--- src/rtl/fifo_wr_arbiter.sv ---
// Round-robin arbiter sharing one FIFO write port among N_REQ valid/ready requesters.
// Optional: FIFO_ARB_ALMFULL_THROTTLE_EN holds off new bursts while the FIFO is almost full.
module fifo_wr_arbiter #(
    parameter int N_REQ     = 4,
    parameter int DW        = 128,
    parameter int MAX_BURST = 8
) (
    input  logic                  clk,
    input  logic                  reset,
    input  logic [N_REQ-1:0]      i_req_valid,
    input  logic [N_REQ-1:0]      i_req_last,
    input  logic [N_REQ*DW-1:0]   i_req_data,
    output logic [N_REQ-1:0]      o_req_ready,
    input  logic                  i_full,
    input  logic                  i_alm_full,
    output logic                  o_wren,
    output logic [DW-1:0]         o_wrdata,
    output logic [N_REQ-1:0]      o_grant,
    output logic                  o_busy
);
    localparam int IW = (N_REQ > 1) ? $clog2(N_REQ) : 1;

    localparam logic [0:0] S_IDLE  = 1'b0;
    localparam logic [0:0] S_BURST = 1'b1;

    logic [0:0]    state;
    logic [IW-1:0] g;
    logic [IW-1:0] p;
    logic [7:0]    cnt;

    logic [IW-1:0] sel;
    logic          start;
    logic          accept;
    logic          end_burst;
    logic [N_REQ-1:0] g_onehot;

    // Scan p+1, p+2, ... so the last owner has lowest priority.
    always_comb begin
        logic found;
        logic [IW-1:0] idx;
        found = 1'b0;
        sel   = p;
        idx   = '0;
        for (int i = 1; i <= N_REQ; i++) begin
            idx = IW'((int'(p) + i) % N_REQ);
            if (!found && i_req_valid[idx]) begin
                found = 1'b1;
                sel   = idx;
            end
        end
    end

`ifdef FIFO_ARB_ALMFULL_THROTTLE_EN
    assign start = (state == S_IDLE) && (|i_req_valid) && !i_alm_full;
`else
    logic unused_alm_full;
    assign unused_alm_full = i_alm_full;
    assign start = (state == S_IDLE) && (|i_req_valid);
`endif

    assign g_onehot  = N_REQ'(1) << g;
    assign accept    = (state == S_BURST) && i_req_valid[g] && !i_full;
    assign end_burst = accept && (i_req_last[g] || (cnt == 8'(MAX_BURST - 1)));

    assign o_busy      = (state == S_BURST);
    assign o_grant     = o_busy ? g_onehot : '0;
    assign o_wren      = accept;
    assign o_req_ready = accept ? g_onehot : '0;
    assign o_wrdata    = accept ? i_req_data[g*DW +: DW] : '0;

    always_ff @(posedge clk or posedge reset) begin
        if (reset) begin
            state <= S_IDLE;
            g     <= '0;
            p     <= IW'(N_REQ - 1);
            cnt   <= '0;
        end else begin
            case (state)
                S_IDLE: begin
                    if (start) begin
                        g     <= sel;
                        cnt   <= '0;
                        state <= S_BURST;
                    end
                end
                default: begin
                    if (accept)
                        cnt <= cnt + 8'd1;
                    if (end_burst) begin
                        p     <= g;
                        state <= S_IDLE;
                    end
                end
            endcase
        end
    end
endmodule

--- config.mk ---
export PLATFORM = sky130hd
export DESIGN_NAME = fifo_wr_arbiter
export DESIGN_NICKNAME = d
export VERILOG_FILES = /design/src/rtl/fifo_wr_arbiter.sv
export SDC_FILE = /design/constraint.sdc
export NUM_CORES = 1
export LEC_CHECK = 0
export BUFFER_PORTS_ARGS = -buffer_cell sky130_fd_sc_hd__buf_4
export CORE_AREA = 2 2 259 261
export CTS_CLUSTER_SIZE = 12
export DETAILED_ROUTE_END_ITERATION = 8
export DIE_AREA = 0 0 261 263
export HOLD_SLACK_MARGIN = 0.06
export PLACE_DENSITY_LB_ADDON = 0.2
export SLEW_MARGIN = 40
export SYNTH_ARGS = -nofsm -noshare
export SYNTH_HDL_FRONTEND = slang
export SYNTH_SLANG_ARGS = --single-unit
--- constraint.sdc ---
create_clock -name clk -period 2.3 [get_ports clk]
set_input_delay 0.345 -clock clk [delete_from_list [all_inputs] [get_ports clk]]
set_output_delay 0.345 -clock clk [all_outputs]
set_load 0.03 [all_outputs]
**Word-level counts from Yosys, hierarchy flattened**

Index checks and enable logic that the tools add are counted.

- Add/sub/neg operators: 5
- Multipliers: 0
- Divide/modulo/power cells: 0
- $lt $le $gt $ge: 5
- Equality and inequality tests: 2
- Shift-type cells: 2
- Mux-type cells: 28
- Bitwise operators: 1
- Reductions and logical operators: 17

Operator list:

| cell | number |
|---|---|
| variable part select 512 x 10 -> 128 bit | 1 |
| 2-to-1 mux 128 bit | 1 |
| 2-to-1 mux 8 bit | 3 |
| less-than comparator 2 x 3 -> 1 bit (second input constant) | 5 |
| binary-select mux 1 bit (select 2 bit) | 6 |
| 2-to-1 mux 1 bit | 12 |
| adder 8 x 1 -> 8 bit (second input constant) | 1 |
| == test 8 x 3 -> 1 bit (second input constant) | 1 |
| 2-to-1 mux 2 bit | 4 |
| 2-to-1 mux 4 bit | 2 |
| logical AND 1 bit | 7 |
| AND reduction 2 bit | 3 |
| adder 2 x 1 -> 2 bit (second input constant) | 2 |
| adder 2 bit (second input constant) | 2 |
| logical NOT 1 bit | 4 |
| OR reduction 4 bit | 1 |
| << shifter 1 x 2 -> 4 bit (first input constant) | 1 |
| inequality test 2 x 1 -> 1 bit (second input constant) | 1 |
| nonzero test 2 bit | 1 |
| logical OR 1 bit | 1 |
| inverter 1 bit | 1 |

- Register bits: 13
- Bits in latches: 0
- Memory bits (writable): 0
- Memory bits (read-only): 0
- Output and inout bits: 138
- Word-level logic and storage cells: 64
- Memories kept: 0

**Logic depth before layout (Yosys ltp)**

Gate-level depths: netlist (run 1).

- Word-level depth: 13
- Mapped depth: 6
- Depth with buffers taken out: 5

**Worst setup path after synthesis (run 1)**

No wires, ideal clock.

- Path kind: flip-flop to output port
- Start: register state (netlist: o_busy)
- End: output o_wrdata[107]
- Arrival time: 1.707 ns
- Setup slack: 0.248 ns
- Stages on the path, launching flop included: 5
- Cells stage by stage: dfrtp_1 -> nor2b_1 -> clkbuf_1 -> clkbuf_1 -> and3_1

- Word-level cells in the longest chain between the ends: 3

Ends and longest elaborated chain:

| item | line | RTL |
|---|---|---|
| from (decl) | 26 | `logic [0:0] state;` |
| from (signal assigned) | 73 | `state <= S_IDLE;` |
| from (signal assigned) | 83 | `state <= S_BURST;` |
| from (signal assigned) | 91 | `state <= S_IDLE;` |
| logical AND 1 bit (2 in a row) | 62 | `assign accept = (state == S_BURST) && i_req_valid[g] && !i_full;` |
| 2-to-1 mux 128 bit | 69 | `assign o_wrdata = accept ? i_req_data[g*DW +: DW] : '0;` |
| to (decl) | 17 | `output logic [DW-1:0] o_wrdata,` |

Every way passes these cells.

**Final worst setup path (run 1)**

- Start: register g[1]
- End: output o_wrdata[81]

- Word-level cells in the longest chain between the ends: 5
- Elaborated cells on any way between the ends: 6
- Those cells by class: shift (1); mux (3); reduce/logical (2)

Ends and longest elaborated chain:

| item | line | RTL |
|---|---|---|
| from (decl) | 27 | `logic [IW-1:0] g;` |
| from (signal assigned) | 81 | `g <= sel;` |
| parallel branches: the longest is 4 deep, another holds variable part select 512 x 10 -> 128 bit | -- |  |
| 2-to-1 mux 128 bit (*) | 69 |  |

Mark *: on every way between the ends. The select of a mux whose other input is x is not followed.

==> results.cfg, run 1 <==
[clock_tree]
h-tree-depth = 1
clockBufferDepth = 2
insertion_delay_ps = 240
cts-buffers-inserted = 3
clockRootBuffer = clkbuf_16
cts_tree = yes
path_clk_slew_ps = 50
cts_hold_buf = 0
cts.sinks = 13

[placed_design]
dpl_cell_area_um2 = 11000
place_hpwl_um = 32800
portBuffers = 660
gp_routability_congestion = 0.884
place_ws_ps = 17.6

[drt]
num_vias = 6934
wire_per_inst_um = 21.5
drc = 0
routed_via_density = 3.58
drt_iter0_drc = 361
final_antenna_net_count = 0
dr.pass1.iters = 4
routed_wl_um = 41600

[cells_and_area]
nNetsFinal = 1595
synthToLayoutAreaGrowth_pct = 152
drive_gt1_frac = 0.859
design_area_um2 = 12000

[sta]
fmax_mhz = 397
max-slew-margin-rel = 0.626
post-route-period-util = 1.09
hold_slack_ps = 163
tightest_slew_ps = 560
slew_violations = 0
final.setup.tns_ps = -18520
setup_violations = 129
period_needed_ps = 2520
setup_slack_ps = -217
hold_viol_final = 0
rsz0062_at_grt = true
fin_worst_skew_ps = 0.862

[pwr]
ir_worst_vdd_v = 0.000408
p_clk_frac = 0.029
leakage_uw = 0.00562
internal_power_uw = 6030
comb_power_share = 0.936
power_density_nw_per_um2 = 938
p_seq_frac = 0.035
p_switching_uw = 5250
p_sw_frac = 0.465

[floorplanning]
io_pins = 662
fp.dieW_um = 261
initial_core_util = 0.0726
die_y_um = 263
row_count = 94
coreArea_um2 = 65600
design.die.area_um2 = 68600

[synthesis]
synth_seq_cells = 13
synth_cell_type_count = 35
synthFlopType = dfrtp_1
synth-edff-count = 0
ys_warn_count = 0
synth_cells = 399
synth.net_count = 924
netlist_area_um2 = 4760
seq_area_frac_synth = 0.0688
postSynthAreaPerCell_um2 = 11.9
async_reset_ff_frac = 1.00

[setup_path]
crit_path_top_delay_cell = mux4_4
path_max_fanout = 34
cp-start-kind = flop
end_kind = output port
cp.required_ps = 1960
crit_type = flop to output port
max_stage_delay_ps = 710
rr_startpoint = g[1]
crit_chain = mux4_4 > buf_16 > buf_12 > and3_1 > buf_4
startpoint = g[1]
r2r_cells = 7
cp.arrival_ps = 2170

[global_route]
grt_pass1_vias = 7572
grt_pass1_wl_um = 55400
grtUsageTotal = 0.111
antenna_found_initial = 6
grt.overflow.total = 0
grt_max_degree = 72

[outcome]
outcome = complete, but fails checks
violations = setup timing

[job]
cap_viol_max_count = 0

[worst_hold_path]
min_path_type = primary input to asynchronous set/reset pin
[cells in the mapped netlist (2+ instances only)]
cell type  count  area [um2]
a21oi_1        2        10.0
and2_1         4        25.0
and3_1       132         826
buf_2         31         155
buf_4          4        30.0
clkbuf_1      22        82.6
dfrtp_1       11         275
dfstp_2        2        52.6
inv_1          5        18.8
mux2_4         2        30.0
mux2i_1        2        20.0
mux4_2       130        2930
nand2_1       10        37.5
nand2b_1       2        12.5
nand3_1        5        25.0
nand4_1        2        12.5
nor2_1         7        26.3
nor2b_1        2        12.5
nor3_1         2        10.0
o211ai_1       2        15.0
o21ai_0        3        15.0
o31ai_1        3        22.5
xnor2_1        2        17.5
[area by class of cell]
type / instances / area, um2
Sequential cell: 13 / 335
Timing Repair Buffer: 725 / 6120
Multi-Input combinational cell: 322 / 4390
Clock buffer: 4 / 78.8
Tap cell: 864 / 1080
Inverter: 5 / 18.8
Antenna cell: 2 / 5.00
Fill cell: 7292 / 53600
[worst max-delay path, delay by kind of cell, from the launching register on]
kind	cells	cell delay, ps
buffers and inverters	3	580
multiplexers	1	710
AND/OR/NAND/NOR	1	190
flip-flops	1	420
[sequential cells by signal (all words and copies together) (netlist names)]
signal and cells:
o_busy 1, p 2, cnt 8, g 2
[layout by cell type (no fill, tap or decap), types with 3 or more instances in the layout]
master	instances
and2_1	4
and3_1	82
and3_4	50
buf_12	12
buf_16	14
buf_4	639
buf_6	58
clkbuf_16	4
dfrtp_1	9
inv_1	5
mux4_2	129
nand2_1	10
nand3_1	5
nor2_1	7
o21ai_0	3
o31ai_1	3
[power groups by stage]
stage	combinational (uW)	sequential [uW]	clock (uW)
3_3_place_gp	8930	394	0
3_5_place_dp	8900	394	0
5_1_grt	11200	407	353
6_report	10600	396	328
4_1_cts	10600	405	334
2_1_floorplan	5400	356	0
[cells by family (layout without fill, tap and decap cells)]
group / Yosys count / count (layout) / synth area share
AND/OR/NAND/NOR: 169 / 169 / 0.213
multiplexers: 134 / 134 / 0.625
buffers and inverters: 64 / 734 / 0.0641
AO/OA/AOI/OAI: 16 / 16 / 0.0229
flip-flops: 13 / 13 / 0.0688
XOR/XNOR: 2 / 2 / 0.00368
adder cells (fa/ha/maj): 1 / 1 / 0.00263
other: 0 / 2 / 0
[repair_timing]
| action | in CTS | in global routing |
|---|---|---|
| resized for setup | 97 | 27 |
| setup buffers | 8 | 1 |
| endpoints found under the setup margin | 129 | 129 |
| pin swaps | 1 | 0 |
| gates cloned | 11 | 1 |
[worst paths after layout]
| check | endpoint | slack [ps] |
|---|---|---|
| setup reg to reg | p[0] | 100 |
| hold reg to reg | cnt[2] | 500 |
| max in group asynchronous | g[1] | 1720 |
| min in group clk | cnt[2] | 500 |
| hold / removal | cnt[0] | 160 |
| setup / recovery | o_wrdata[81] | -220 |
[metal layers]
layer	GRT usage	wire, um
met5	0	13
met4	0.0152	595
met3	0.0182	3280
met2	0.202	20800
met1	0.140	16900
[through the flow]
step	utilization	std cells	power (uW)
floorplan	-	399	5760
global placement	0.168	1908	9320
detailed placement	0.168	1908	9300
CTS	0.181	1931	11300
global route	0.183	1934	12000
finish	0.183	1935	11300
No activity file was read; power rests on OpenSTA's default activity.
==> inputs of run 2 (changes only) <==
==> constraint.sdc (replaced) <==
create_clock -name clk -period 2.3 [get_ports clk]
set_input_delay 0.115 -clock clk [delete_from_list [all_inputs] [get_ports clk]]
set_output_delay 0.115 -clock clk [all_outputs]
set_load 0.03 [all_outputs]
==> run 2 against run 1 <==
Against the previous run:
- the flow still finishes with violations (setup timing)
- critical endpoint is now o_wrdata[67]
- largest power group unchanged
- core utilization is 1.0 points lower
- count of clock-buffer cells in the layout did not move
- non-clock buffer count down 26
==> results.cfg, run 2 (synthesis results as in run 1) <==
[drt]
drt_iter0_drc = 252
dr.pass1.iters = 6
final_antenna_net_count = 0
num_vias = 6798
routed_via_density = 3.56
wire_per_inst_um = 20.5
routed_wl_um = 39200
drc = 0

[sta]
slew_violations = 0
setup_violations = 1
tightest_slew_ps = 553
max-slew-margin-rel = 0.631
fin_worst_skew_ps = 5.11
rsz0062_at_grt = true
post-route-period-util = 1.00
hold_slack_ps = 303
period_needed_ps = 2300
hold_viol_final = 0
fmax_mhz = 435
setup_slack_ps = -0.0313

[cells_and_area]
seq_area_um2 = 335
synthToLayoutAreaGrowth_pct = 138
mostFrequentLayoutCell = buf_4
nNetsFinal = 1569
largest-register = cnt
top_regs = cnt (8), g (2), p (2)
fin_util = 0.173
layout_common_cells = buf_4 (659), mux4_2 (129), and3_1 (118), buf_6 (19), and3_4 (13)
multi_input_area_um2 = 4210
num-fill-cells = 7383
fin_cells = 1908
largest_reg_flops = 8
drive_gt1_frac = 0.821

[placed_design]
portBuffers = 660
place_hpwl_um = 31500
dpl.cell_count = 1891
place_ws_ps = 186
gp_routability_congestion = 0.917

[setup_path]
crit_type = flop to output port
cp-start-kind = flop
cp.arrival_ps = 2190
cp.required_ps = 2180
rr_startpoint = g[0]
r2r_cells = 6
rr_endpoint = p[0]
path_common_cell = buf_12
path_buf_inv = 3
max_stage_delay_ps = 660
cpLargestDelayFamily = multiplexers
crit_path_top_delay_cell = mux4_4
regToRegSetupSlack_ps = 220
end_kind = output port
crit_chain = mux4_4 > buf_12 > buf_12 > and3_1 > buf_4
path_max_fanout = 62
worst-path-stages = 5

[floorplanning]
design.die.area_um2 = 68600
coreArea_um2 = 65600
initial_core_util = 0.0726
die_y_um = 263
io_pins = 662
row_count = 94
fp.dieW_um = 261

[clock_tree]
clockRootBuffer = clkbuf_16
cts_tree = yes
cts.sinks = 13
insertion_delay_ps = 240
h-tree-depth = 1
clockBufferDepth = 2
cts-buffers-inserted = 3
path_clk_slew_ps = 40

[global_route]
grtUsageTotal = 0.101
grt_pass1_vias = 7236
antenna_found_initial = 6
grt_pass1_wl_um = 50900
grt.overflow.total = 0
grt_max_degree = 70

[pwr]
finalPower_uw = 10100
power_density_nw_per_um2 = 890
ir_worst_vdd_v = 0.000603
leakage_uw = 0.00546

[job]
cap_viol_max_count = 0

[worst_hold_path]
worstHoldEndpoint = g[1]
min_path_type = primary input to flop
min_from = i_req_valid[0]
whs_path_depth = 4

[outcome]
violations = setup timing
outcome = complete, but fails checks
run 2: what timing repair did:
action,CTS,global route
setup endpoints to repair,56,9
endpoints found under the hold margin,11,0
gates cloned,2,5
setup buffers,2,3
hold buffers,1,0
gates resized for setup,4,38
run 2: final cells by class:
| class | instances | area share |
|---|---|---|
| Inverter | 5 | 0.00165 |
| Timing Repair Buffer | 699 | 0.496 |
| Multi-Input combinational cell | 322 | 0.371 |
| Antenna cell | 1 | 0.000221 |
| Clock buffer | 4 | 0.00695 |
| Tap cell | 864 | 0.0953 |
| Sequential cell | 13 | 0.0296 |
run 2: metal layers:
layer  GRT usage  vias to the layer above  share of wire
met5           0                        -        0.00069
li1            -                     3001              -
met4      0.0120                        4          0.010
met3      0.0257                       18          0.091
met2       0.188                      408           0.51
met1       0.117                     3367           0.38
run 2: worst max-delay path by stage:
stage                 from            end
finish                g[1]   o_wrdata[67]
global route          g[1]   o_wrdata[70]
floorplan           o_busy  o_wrdata[107]
CTS                   g[0]    o_wrdata[9]
detailed placement    g[0]    o_wrdata[9]
global placement      g[0]    o_wrdata[9]
run 2: through the flow:
stage	setup TNS, ps	cell area [um2]
after floorplan	0	4760
after global placement	0	10800
after detailed placement	0	10800
after CTS	0	11100
after global routing	-473	11300
final	-0.0313	11300
run 2: worst register-to-register path, stage by stage (launching register included):
cell and delay (ps):
dfrtp_4 500, buf_4 150, buf_12 180, mux4_2 590, a31oi_1 200, nor2_2 100, mux2_4 300
run 2: power by group:
group	leakage (uW)	internal (uW)	switching, uW
registers	0.000164	310	102
clock network	0.0000382	234	97.8
logic	0.00526	4700	4650
total	0.00546	5250	4850
==> inputs of run 3 (changes only) <==
--- a/config.mk
+++ b/config.mk
@@ -12,6 +12,7 @@
 export DIE_AREA = 0 0 261 263
 export HOLD_SLACK_MARGIN = 0.06
 export PLACE_DENSITY_LB_ADDON = 0.2
+export SKIP_CTS_REPAIR_TIMING = 1
 export SLEW_MARGIN = 40
 export SYNTH_ARGS = -nofsm -noshare
 export SYNTH_HDL_FRONTEND = slang
==> run 3 against run 2 <==
Against the previous run:
- setup slack got worse by 18 ps
- clock power barely moved
- largest power group unchanged
- global-route usage fell by 0.22 points
- die area did not move
- power fell by 7.0%
- the run still ends with setup timing left
- critical path depth did not move
- critical path type unchanged
==> results.cfg, run 3 (synthesis results as in run 1) <==
[outcome]
outcome = complete, but fails checks
violations = setup timing

[setup_path]
r2r_cells = 6
regToRegSetupSlack_ps = 160
rr_endpoint = p[0]
cp-start-kind = flop
cp.required_ps = 2180
rr_startpoint = g[0]
crit_type = flop to output port
cp.arrival_ps = 2200
path_max_fanout = 69
end_kind = output port

[floorplanning]
fp.dieW_um = 261
design.die.area_um2 = 68600
row_count = 94
coreArea_um2 = 65600
initial_core_util = 0.0726
die_y_um = 263
io_pins = 662

[worst_hold_path]
whs_path_depth = 4
min_path_type = primary input to flop
worstHoldEndpoint = g[1]
min_from = i_req_valid[0]

[placed_design]
portBuffers = 660
place_hpwl_um = 31500
dpl.cell_count = 1891
gp_routability_congestion = 0.917

[cells_and_area]
synthToLayoutAreaGrowth_pct = 131
num-fill-cells = 7412
fin_cells = 1900
largest_reg_flops = 8
largest-register = cnt
fin_util = 0.168
layout_common_cells = buf_4 (676), and3_1 (131), mux4_2 (129), nand2_1 (10), dfrtp_1 (9)
multi_input_area_um2 = 4150
drive_gt1_frac = 0.806
seq_area_um2 = 335
nNetsFinal = 1561
top_regs = cnt (8), g (2), p (2)
mostFrequentLayoutCell = buf_4

[drt]
final_antenna_net_count = 0
wl_met1_um = 14300
drc = 0
num_vias = 6632
dr_wl_met3_um = 3320
routed_via_density = 3.49
drt_iter0_drc = 263
wire_per_inst_um = 19.8
routed_wl_um = 37600
top_layer = met5
dr.pass1.iters = 4
dr_wl_met2_um = 19600

[sta]
fin_worst_skew_ps = 4.65
tightest_slew_ps = 552
post-route-period-util = 1.01
max-slew-margin-rel = 0.631
slew_violations = 0
final.setup.tns_ps = -18.3
hold_viol_final = 0
fmax_mhz = 431
rsz0062_at_grt = true
setup_violations = 1
period_needed_ps = 2320
setup_slack_ps = -18.3

[pwr]
p_switching_uw = 4580
power_density_nw_per_um2 = 851
leakage_uw = 0.00538
finalPower_uw = 9380
p_seq_frac = 0.043
ir_worst_vdd_v = 0.000597
comb_power_share = 0.921
internal_power_uw = 4810
p_sw_frac = 0.488
p_clk_frac = 0.035

[clock_tree]
cts-buffers-inserted = 3
cts.sinks = 13
clockRootBuffer = clkbuf_16
clockBufferDepth = 2
cts_tree = yes
insertion_delay_ps = 240
h-tree-depth = 1
path_clk_slew_ps = 40

[global_route]
grtUsageTotal = 0.0984
antenna_found_initial = 5
grt_pass1_wl_um = 50000
grt.overflow.total = 0
grt_pass1_vias = 7156
grt_max_degree = 70

[job]
cap_viol_max_count = 0
==> run 3: cell types whose count changed in the layout (fill, tap and decap cells not counted) <==
cell,previous run,this run
inv_1,4,5
bufbuf_16,1,0
buf_12,11,7
clkbuf_16,7,5
buf_6,19,3
buf_4,659,676
buf_16,3,2
and3_4,13,1
and3_1,118,131
buf_8,1,0
and3_2,1,0
inv_2,1,0
==> run 3: metrics by stage <==
step	hold slack (ps)	instance area [um2]	setup slack [ps]
2_1_floorplan	-9.47	4760	478
3_3_place_gp	192	10800	183
3_5_place_dp	201	10800	186
4_1_cts	-48.7	10900	-72.6
5_1_grt	350	11000	-56.5
6_report	303	11000	-18.3
==> run 3: layout make-up <==
| class | count | area share |
|---|---|---|
| antenna | 1 | 0.000227 |
| clock buffer | 4 | 0.00715 |
| inverter | 5 | 0.00170 |
| multi-input combinational | 322 | 0.376 |
| sequential | 13 | 0.0304 |
| tap | 864 | 0.0980 |
| timing repair buffer | 691 | 0.486 |
==> run 3: worst max-delay path by stage <==
stage,endpoint,start
2_1_floorplan,o_wrdata[107],o_busy
3_3_place_gp,o_wrdata[9],g[0]
3_5_place_dp,o_wrdata[9],g[0]
4_1_cts,o_wrdata[9],g[0]
5_1_grt,o_wrdata[9],g[1]
6_report,o_wrdata[9],g[1]
==> run 3: worst max-delay path: stages (launching register included) <==
cell and delay [ps]:
dfrtp_4 450, mux4_4 680, buf_12 210, and3_4 250, buf_12 120, buf_4 160
==> run 3: per-layer routing <==
metal,vias up,GRT usage
met2,369,0.185
met3,14,0.0240
met5,-,0
met4,4,0.00967
li1,2982,-
met1,3263,0.115
==> run 3: power by group through the flow <==
stage	registers, uW	clock network (uW)	logic [uW]
CTS	396	335	8590
floorplan	356	0	5400
global placement	397	0	8610
global route	413	357	9220
finish	404	332	8650
detailed placement	397	0	8570
